`config.mk`:
```
export PLATFORM = sky130hd
export DESIGN_NAME = seg7_to_bcd_capture_flat
export DESIGN_NICKNAME = d
export VERILOG_FILES = /design/src/rtl/seg7_to_bcd_capture_if.sv /design/src/rtl/seg7_to_bcd_capture.sv /design/src/flat_wrapper.sv
export SDC_FILE = /design/constraint.sdc
export NUM_CORES = 1
export LEC_CHECK = 0
export ABC_AREA = 1
export CAP_MARGIN = 20
export CORE_MARGIN = 8
export CORE_UTILIZATION = 55
export CTS_CLUSTER_DIAMETER = 40
export DETAILED_ROUTE_END_ITERATION = 6
export PLACE_DENSITY = 0.81
export SYNTH_ARGS = -nofsm -noshare
export SYNTH_HDL_FRONTEND = slang
export SYNTH_SLANG_ARGS = --single-unit
```
`constraint.sdc`:
```
create_clock -name clk -period 2.7 [get_ports clk]
set_input_delay 0.27 -clock clk [delete_from_list [all_inputs] [get_ports clk]]
set_output_delay 0.27 -clock clk [all_outputs]
set_load 0.1 [all_outputs]
```
`src/rtl/seg7_to_bcd_capture_if.sv`:
```
// Scan-bus / snapshot-handshake bundle for seg7_to_bcd_capture.
//   seg_in, dig_sel, seg_strobe : sampled scan bus (into the capture block)
//   out_ready                   : consumer accepts snapshot (into the capture block)
//   bcd_out, digit_err          : snapshot and per-digit illegal-pattern flags
//   out_valid                   : snapshot available
//   overrun, sel_err            : one-cycle status pulses
// Modports: slave = capture block, master = scan source / consumer side.
// DIGITS must match the DIGITS of the attached seg7_to_bcd_capture.
interface seg7_to_bcd_capture_if #(
    parameter int unsigned DIGITS = 4
);
    logic [6:0]          seg_in;
    logic [DIGITS-1:0]   dig_sel;
    logic                seg_strobe;
    logic [4*DIGITS-1:0] bcd_out;
    logic [DIGITS-1:0]   digit_err;
    logic                out_valid;
    logic                out_ready;
    logic                overrun;
    logic                sel_err;

    modport master (
        output seg_in, dig_sel, seg_strobe, out_ready,
        input  bcd_out, digit_err, out_valid, overrun, sel_err
    );

    modport slave (
        input  seg_in, dig_sel, seg_strobe, out_ready,
        output bcd_out, digit_err, out_valid, overrun, sel_err
    );
endinterface

```
`src/rtl/seg7_to_bcd_capture.sv`:
```
// Captures a multiplexed seven-segment scan, decodes each digit to BCD,
// debounces each digit over STABLE_CNT identical observations and offers
// a whole-display snapshot through a valid/ready handshake.
// Ports:
//   clk   : clock, rising edge
//   rst_n : asynchronous active-low reset
//   bus   : seg7_to_bcd_capture_if.slave (scan bus in, snapshot out)
// Parameters: DIGITS (2..8), STABLE_CNT (1..15).
// Build option: define SEG_ACTIVE_LOW_EN to invert seg_in before decode
// (common-anode displays); only segment polarity is affected.
module seg7_to_bcd_capture #(
    parameter int unsigned DIGITS     = 4,
    parameter int unsigned STABLE_CNT = 3
) (
    input  logic                     clk,
    input  logic                     rst_n,
    seg7_to_bcd_capture_if.slave     bus
);
    typedef enum logic {IDLE, HOLD} state_t;

    localparam logic [3:0] STABLE_MAX = 4'(STABLE_CNT);
    localparam logic [4:0] BLANK      = 5'h0F;   // {err, value}

    // Returns {err, value}.
    function automatic logic [4:0] decode(input logic [6:0] s);
        case (s)
            7'b1111110: decode = 5'h00;
            7'b0110000: decode = 5'h01;
            7'b1101101: decode = 5'h02;
            7'b1111001: decode = 5'h03;
            7'b0110011: decode = 5'h04;
            7'b1011011: decode = 5'h05;
            7'b1011111,
            7'b0011111: decode = 5'h06;
            7'b1110000: decode = 5'h07;
            7'b1111111: decode = 5'h08;
            7'b1111011,
            7'b1110011: decode = 5'h09;
            7'b0000000: decode = 5'h0F;
            default:    decode = 5'h1E;
        endcase
    endfunction

    logic [6:0] seg_eff;
    logic       accept;
    logic       frame_end;
    logic [4:0] dec;

    always_comb begin
`ifdef SEG_ACTIVE_LOW_EN
        seg_eff = ~bus.seg_in;
`else
        seg_eff = bus.seg_in;
`endif
        dec       = decode(seg_eff);
        accept    = bus.seg_strobe && $onehot(bus.dig_sel);
        frame_end = accept && bus.dig_sel[DIGITS-1];
    end

    logic [4:0] cand_q [DIGITS];
    logic [4:0] cand_d [DIGITS];
    logic [3:0] cnt_q  [DIGITS];
    logic [3:0] cnt_d  [DIGITS];
    logic [4:0] comm_q [DIGITS];
    logic [4:0] comm_d [DIGITS];
    logic       hit;
    logic       pend_set;

    // Per-digit debounce; the commit is folded into the same cycle so the
    // frame-end decision below sees this strobe's own commit.
    always_comb begin
        pend_set = 1'b0;
        hit      = 1'b0;
        for (int unsigned i = 0; i < DIGITS; i++) begin
            cand_d[i] = cand_q[i];
            cnt_d[i]  = cnt_q[i];
            comm_d[i] = comm_q[i];
            if (accept && bus.dig_sel[i]) begin
                hit = 1'b0;
                if (dec == cand_q[i]) begin
                    if (cnt_q[i] != STABLE_MAX) begin
                        cnt_d[i] = cnt_q[i] + 4'd1;
                        hit      = (cnt_d[i] == STABLE_MAX);
                    end
                end else begin
                    cand_d[i] = dec;
                    cnt_d[i]  = 4'd1;
                    hit       = (STABLE_MAX == 4'd1);
                end
                if (hit) begin
                    comm_d[i] = cand_d[i];
                    if (cand_d[i] != comm_q[i])
                        pend_set = 1'b1;
                end
            end
        end
    end

    state_t state_q, state_d;
    logic   pend_q;
    logic   pend_eff;
    logic   load;
    logic   ovr_d;

    always_comb begin
        state_d  = state_q;
        load     = 1'b0;
        ovr_d    = 1'b0;
        pend_eff = pend_q || pend_set;
        case (state_q)
            IDLE: begin
                if (frame_end && pend_eff) begin
                    load    = 1'b1;
                    state_d = HOLD;
                end
            end
            HOLD: begin
                if (frame_end && pend_eff) begin
                    // A simultaneous accept frees the slot for the new snapshot.
                    if (bus.out_ready)
                        load = 1'b1;
                    else
                        ovr_d = 1'b1;
                end else if (bus.out_ready) begin
                    state_d = IDLE;
                end
            end
            default: state_d = IDLE;
        endcase
    end

    logic [4*DIGITS-1:0] snap_val_d, snap_val_q;
    logic [DIGITS-1:0]   snap_err_d, snap_err_q;

    always_comb begin
        snap_val_d = '0;
        snap_err_d = '0;
        for (int unsigned i = 0; i < DIGITS; i++) begin
            snap_val_d[4*i +: 4] = comm_d[i][3:0];
            snap_err_d[i]        = comm_d[i][4];
        end
    end

    logic ovr_q;
    logic sel_err_q;

    always_ff @(posedge clk or negedge rst_n) begin
        if (!rst_n) begin
            state_q    <= IDLE;
            pend_q     <= 1'b0;
            snap_val_q <= '1;
            snap_err_q <= '0;
            ovr_q      <= 1'b0;
            sel_err_q  <= 1'b0;
            for (int unsigned i = 0; i < DIGITS; i++) begin
                cand_q[i] <= BLANK;
                cnt_q[i]  <= 4'd0;
                comm_q[i] <= BLANK;
            end
        end else begin
            state_q   <= state_d;
            pend_q    <= load ? 1'b0 : pend_eff;
            ovr_q     <= ovr_d;
            sel_err_q <= bus.seg_strobe && !$onehot(bus.dig_sel);
            if (load) begin
                snap_val_q <= snap_val_d;
                snap_err_q <= snap_err_d;
            end
            for (int unsigned i = 0; i < DIGITS; i++) begin
                cand_q[i] <= cand_d[i];
                cnt_q[i]  <= cnt_d[i];
                comm_q[i] <= comm_d[i];
            end
        end
    end

    assign bus.bcd_out   = snap_val_q;
    assign bus.digit_err = snap_err_q;
    assign bus.out_valid = (state_q == HOLD);
    assign bus.overrun   = ovr_q;
    assign bus.sel_err   = sel_err_q;
endmodule

```
`src/flat_wrapper.sv`:
```
// flat-port wrapper written by rule: the top's interface ports become plain ports
module seg7_to_bcd_capture_flat 
#(
    parameter int unsigned DIGITS     = 4,
    parameter int unsigned STABLE_CNT = 3
)
  (clk, rst_n, bus_seg_in, bus_dig_sel, bus_seg_strobe, bus_out_ready, bus_bcd_out, bus_digit_err, bus_out_valid, bus_overrun, bus_sel_err);
  seg7_to_bcd_capture_if #(.DIGITS(DIGITS)) bus_i ();
  input  logic clk;
  input  logic rst_n;
  input wire logic [$bits(bus_i.seg_in)-1:0] bus_seg_in;
  input wire logic [$bits(bus_i.dig_sel)-1:0] bus_dig_sel;
  input wire logic [$bits(bus_i.seg_strobe)-1:0] bus_seg_strobe;
  input wire logic [$bits(bus_i.out_ready)-1:0] bus_out_ready;
  output wire logic [$bits(bus_i.bcd_out)-1:0] bus_bcd_out;
  output wire logic [$bits(bus_i.digit_err)-1:0] bus_digit_err;
  output wire logic [$bits(bus_i.out_valid)-1:0] bus_out_valid;
  output wire logic [$bits(bus_i.overrun)-1:0] bus_overrun;
  output wire logic [$bits(bus_i.sel_err)-1:0] bus_sel_err;
  assign bus_i.seg_in = bus_seg_in;
  assign bus_i.dig_sel = bus_dig_sel;
  assign bus_i.seg_strobe = bus_seg_strobe;
  assign bus_i.out_ready = bus_out_ready;
  assign bus_bcd_out = bus_i.bcd_out;
  assign bus_digit_err = bus_i.digit_err;
  assign bus_out_valid = bus_i.out_valid;
  assign bus_overrun = bus_i.overrun;
  assign bus_sel_err = bus_i.sel_err;
  seg7_to_bcd_capture #(.DIGITS(DIGITS), .STABLE_CNT(STABLE_CNT)) u_core (.clk(clk), .rst_n(rst_n), .bus(bus_i));
endmodule
```
==> reports/qor.txt <==
Io pins: 38
Critical Path Sink: u_core.bus.digit_err[1]
Post-DR wirelength/cell: 14.4 µm
H-tree depth: 3
Root Buffer: clkbuf_8
Hold Path Class: input pin to async pin
Ys flop type: dfstp_2
Post-Syn Area per Cell: 7.57 µm²
Worst EP arrival: 2.83 ns
Cell with the most instances after synthesis: nand2_1
Core ar.: 8130 µm²
Slew Limit Headroom: 0.328
Vias in the first global route: 4462
Post-synth EDFFs: 0
Nature of the critical path endpoint: flip-flop
CP required: 2.95 ns
Clock edge transition at the registers on the reported setup and hold paths: 0.09 ns
Clock tree sinks: 80
Initial antenna violation count: 0
Share of cells above drive strength 1: 0.303
Final min period: 2.58 ns
Clk_lat worst skew: 0.36 ns
Crit Reg-Reg Endpoint: u_core.bus.digit_err[1]
Fin crit share: 0.957
Via density: 5.34
R2r worst-path depth: 12
DRC: 4
# diodes: 0
Net count after synthesis: 630
Die Width: 107 µm
Layout Nets: 734
Cells after synthesis: 604
CP Max Fanout: 5
Crit path launch: bus_dig_sel[2]
First-pass GRT wire length: 19800 µm
Max clock buf depth: 2
TritonCTS clock tree: yes
GPL Wtd Cong: 0.881
DR vias: 4366
Crit Path Category: input pin to flip-flop
Violated checks: DRC
Die Y: 107 µm
Ys async rst share: 1.00
PD cells: 854 nW/µm²
Status: finished, violations left
Top cells by area, synth: dfstp_2 28%, dfrtp_1 18%, nand2_1 14%
Fmax: 387 MHz
Initial DRC count: 177
Least-Margin Pin Slew: 1.01 ns
First-pass DRT Iterations: 7
Worst clock skew: 0.00589 ns
Site row count: 33
Synthesized flop and latch total: 80
Final Setup Violations: 0
Synth unique cells: 32
Synthesized cell area: 4570 µm²
Global Route Usage Sum: 0.211
TritonCTS Buffers: 9
Combinational fraction of design power: 0.435
Final WL: 11800 µm
Die ar.: 11500 µm²
Sequential Power Share: 0.371
Final hold vios: 0
Lkg Pwr: 3.13 nW
Area of the multi-input gates: 2210 µm²
Sequential Area: 2060 µm²
Switching Fraction: 0.453
Fin. max-slew vios: 0
Final core occ: 0.725
Setup crit start kind: input pin
HPWL after detailed placement: 7830 µm
Syn-to-layout area delta: 29.0%
Synth area leader: dfstp_2
Post-layout worst setup margin: 0.115 ns
CP peak stage delay: 0.38 ns
# port buffers: 37
Initial Utilization: 0.562
Pin count of the biggest net entering global routing: 81
Max cap viols: 0
Switching Power: 2.28 mW
DRT antenna net count: 0
CP cell instances: buf_2 > ha_4 > inv_2 > fa_2 > inv_2 > ha_4 > nor4_4 > buf_4 > nand2_1 > nor3_2 > nand4_1 > nor2_1 > nor2_1 > nand3_2 > nand3_4 > buf_6 > nand2_1 > nand2_1
Slowest CP cell: fa_2
Reg2Reg Setup Slack: 0.55 ns
Reg-to-Reg Start: u_core.cnt_q[5]
Sum Neg Setup Slack: 0 ns
Sequential-to-total area share from yosys stat: 0.451
Yosys warns: 0
VDD IR max: 0.000720 V
Fill cells: 565
Grt ovf: 0
Internal power: 2.76 mW
Synth cell count leaders: 176 x nand2_1, 83 x inv_1, 48 x dfstp_2, 48 x nor2_1, 47 x o21ai_0
Top-area cell type share of the netlist area: 0.276
Critical path's most frequent cell: nand2_1
Worst Setup Slack post-DPL: -0.632 ns
Clock share of power: 0.194
==> area by class of cell <==
cell class,instances,area share
Timing Repair Buffer,113,0.159
Clock buffer,11,0.0276
Clock inverter,5,0.0104
Sequential cell,80,0.350
Inverter,88,0.0560
Tap cell,105,0.0223
Multi-Input combinational cell,416,0.375
==> worst min-delay path by stage <==
stage                                      start                       to
final                                      rst_n         u_core.cnt_q[14]
after global routing                       rst_n         u_core.cnt_q[11]
after CTS                                  rst_n         u_core.cnt_q[14]
after detailed placement  u_core.bus.bcd_out[13]   u_core.bus.bcd_out[13]
after global placement     u_core.bus.bcd_out[7]    u_core.bus.bcd_out[7]
after floorplan                            rst_n  u_core.bus.digit_err[0]
==> power groups by stage <==
stage	Clock [mW]	Combinational [mW]	Sequential, mW
floorplan	0	0.706	2.78
global placement	0	2.07	1.86
detailed placement	0	2.12	1.87
CTS	0.993	2.18	1.86
global route	1.03	2.36	1.91
finish	0.977	2.19	1.87
==> metrics by stage <==
stage	hold slack, ns	instances	instance area [µm²]	total power, mW
2_1_floorplan	-0.0256	604	4600	3.48
3_3_place_gp	0.452	796	5450	3.93
3_5_place_dp	0.454	796	5450	4.00
4_1_cts	0.112	817	5810	5.04
5_1_grt	0.138	818	5900	5.31
6_report	0.0653	818	5900	5.04
==> logic make-up (layout without fill, tap and decap cells) <==
| kind of cell | count (synthesis) | after routing | share of synthesized area |
|---|---|---|---|
| AO/OA/AOI/OAI | 67 | 67 | 0.0772 |
| adder cells (fa/ha/maj) | 11 | 11 | 0.0317 |
| buffers and inverters | 108 | 217 | 0.100 |
| AND/OR/NAND/NOR | 320 | 320 | 0.305 |
| flip-flops | 80 | 80 | 0.451 |
| XOR/XNOR | 18 | 18 | 0.0345 |
==> critical path, delay by kind of cell <==
family	cells	cell delay (ns)
and+or+nand+nor	10	1.15
adders and majority gates	3	0.85
buffers and inverters	5	0.58
==> what timing repair did <==
action | CTS | global route
endpoints found under the setup margin | 28 | 42
hold buffers | 0 | 0
setup buffers | 3 | 1
gates resized for setup | 34 | 25
pin swaps | 14 | 8
gates cloned | 2 | 0
==> per-layer routing <==
metal	routed length [µm]	global-route usage	vias to the layer above
met5	0	0	-
met4	316	0.0874	0
met3	481	0.0372	32
met2	5870	0.361	110
met1	5100	0.255	2110
li1	-	-	2114
==> cell usage in the layout (no fill, tap or decap), drive strengths merged, types with 6 or more instances in the layout <==
cell type     instances
clkbuf               11
nand4                23
dlymetal6s2s          7
nand2               184
dfrtp                32
inv                  89
xor2                 10
o21ai                48
nor3                  6
nor2                 53
buf                 102
ha                   10
a21oi                12
dfstp                48
nand3                50
xnor2                 8
==> sequential cells by signal, indices dropped and copies added, names as in the netlist <==
signal and count:
u_core.cand_q 20, u_core.comm_q 20, u_core.bus.bcd_out 16, u_core.cnt_q 16
u_core.bus.digit_err 4, u_core.bus.out_valid 1, u_core.bus.overrun 1, u_core.bus.sel_err 1
u_core.pend_q 1
No activity file was read; power rests on OpenSTA's default activity.
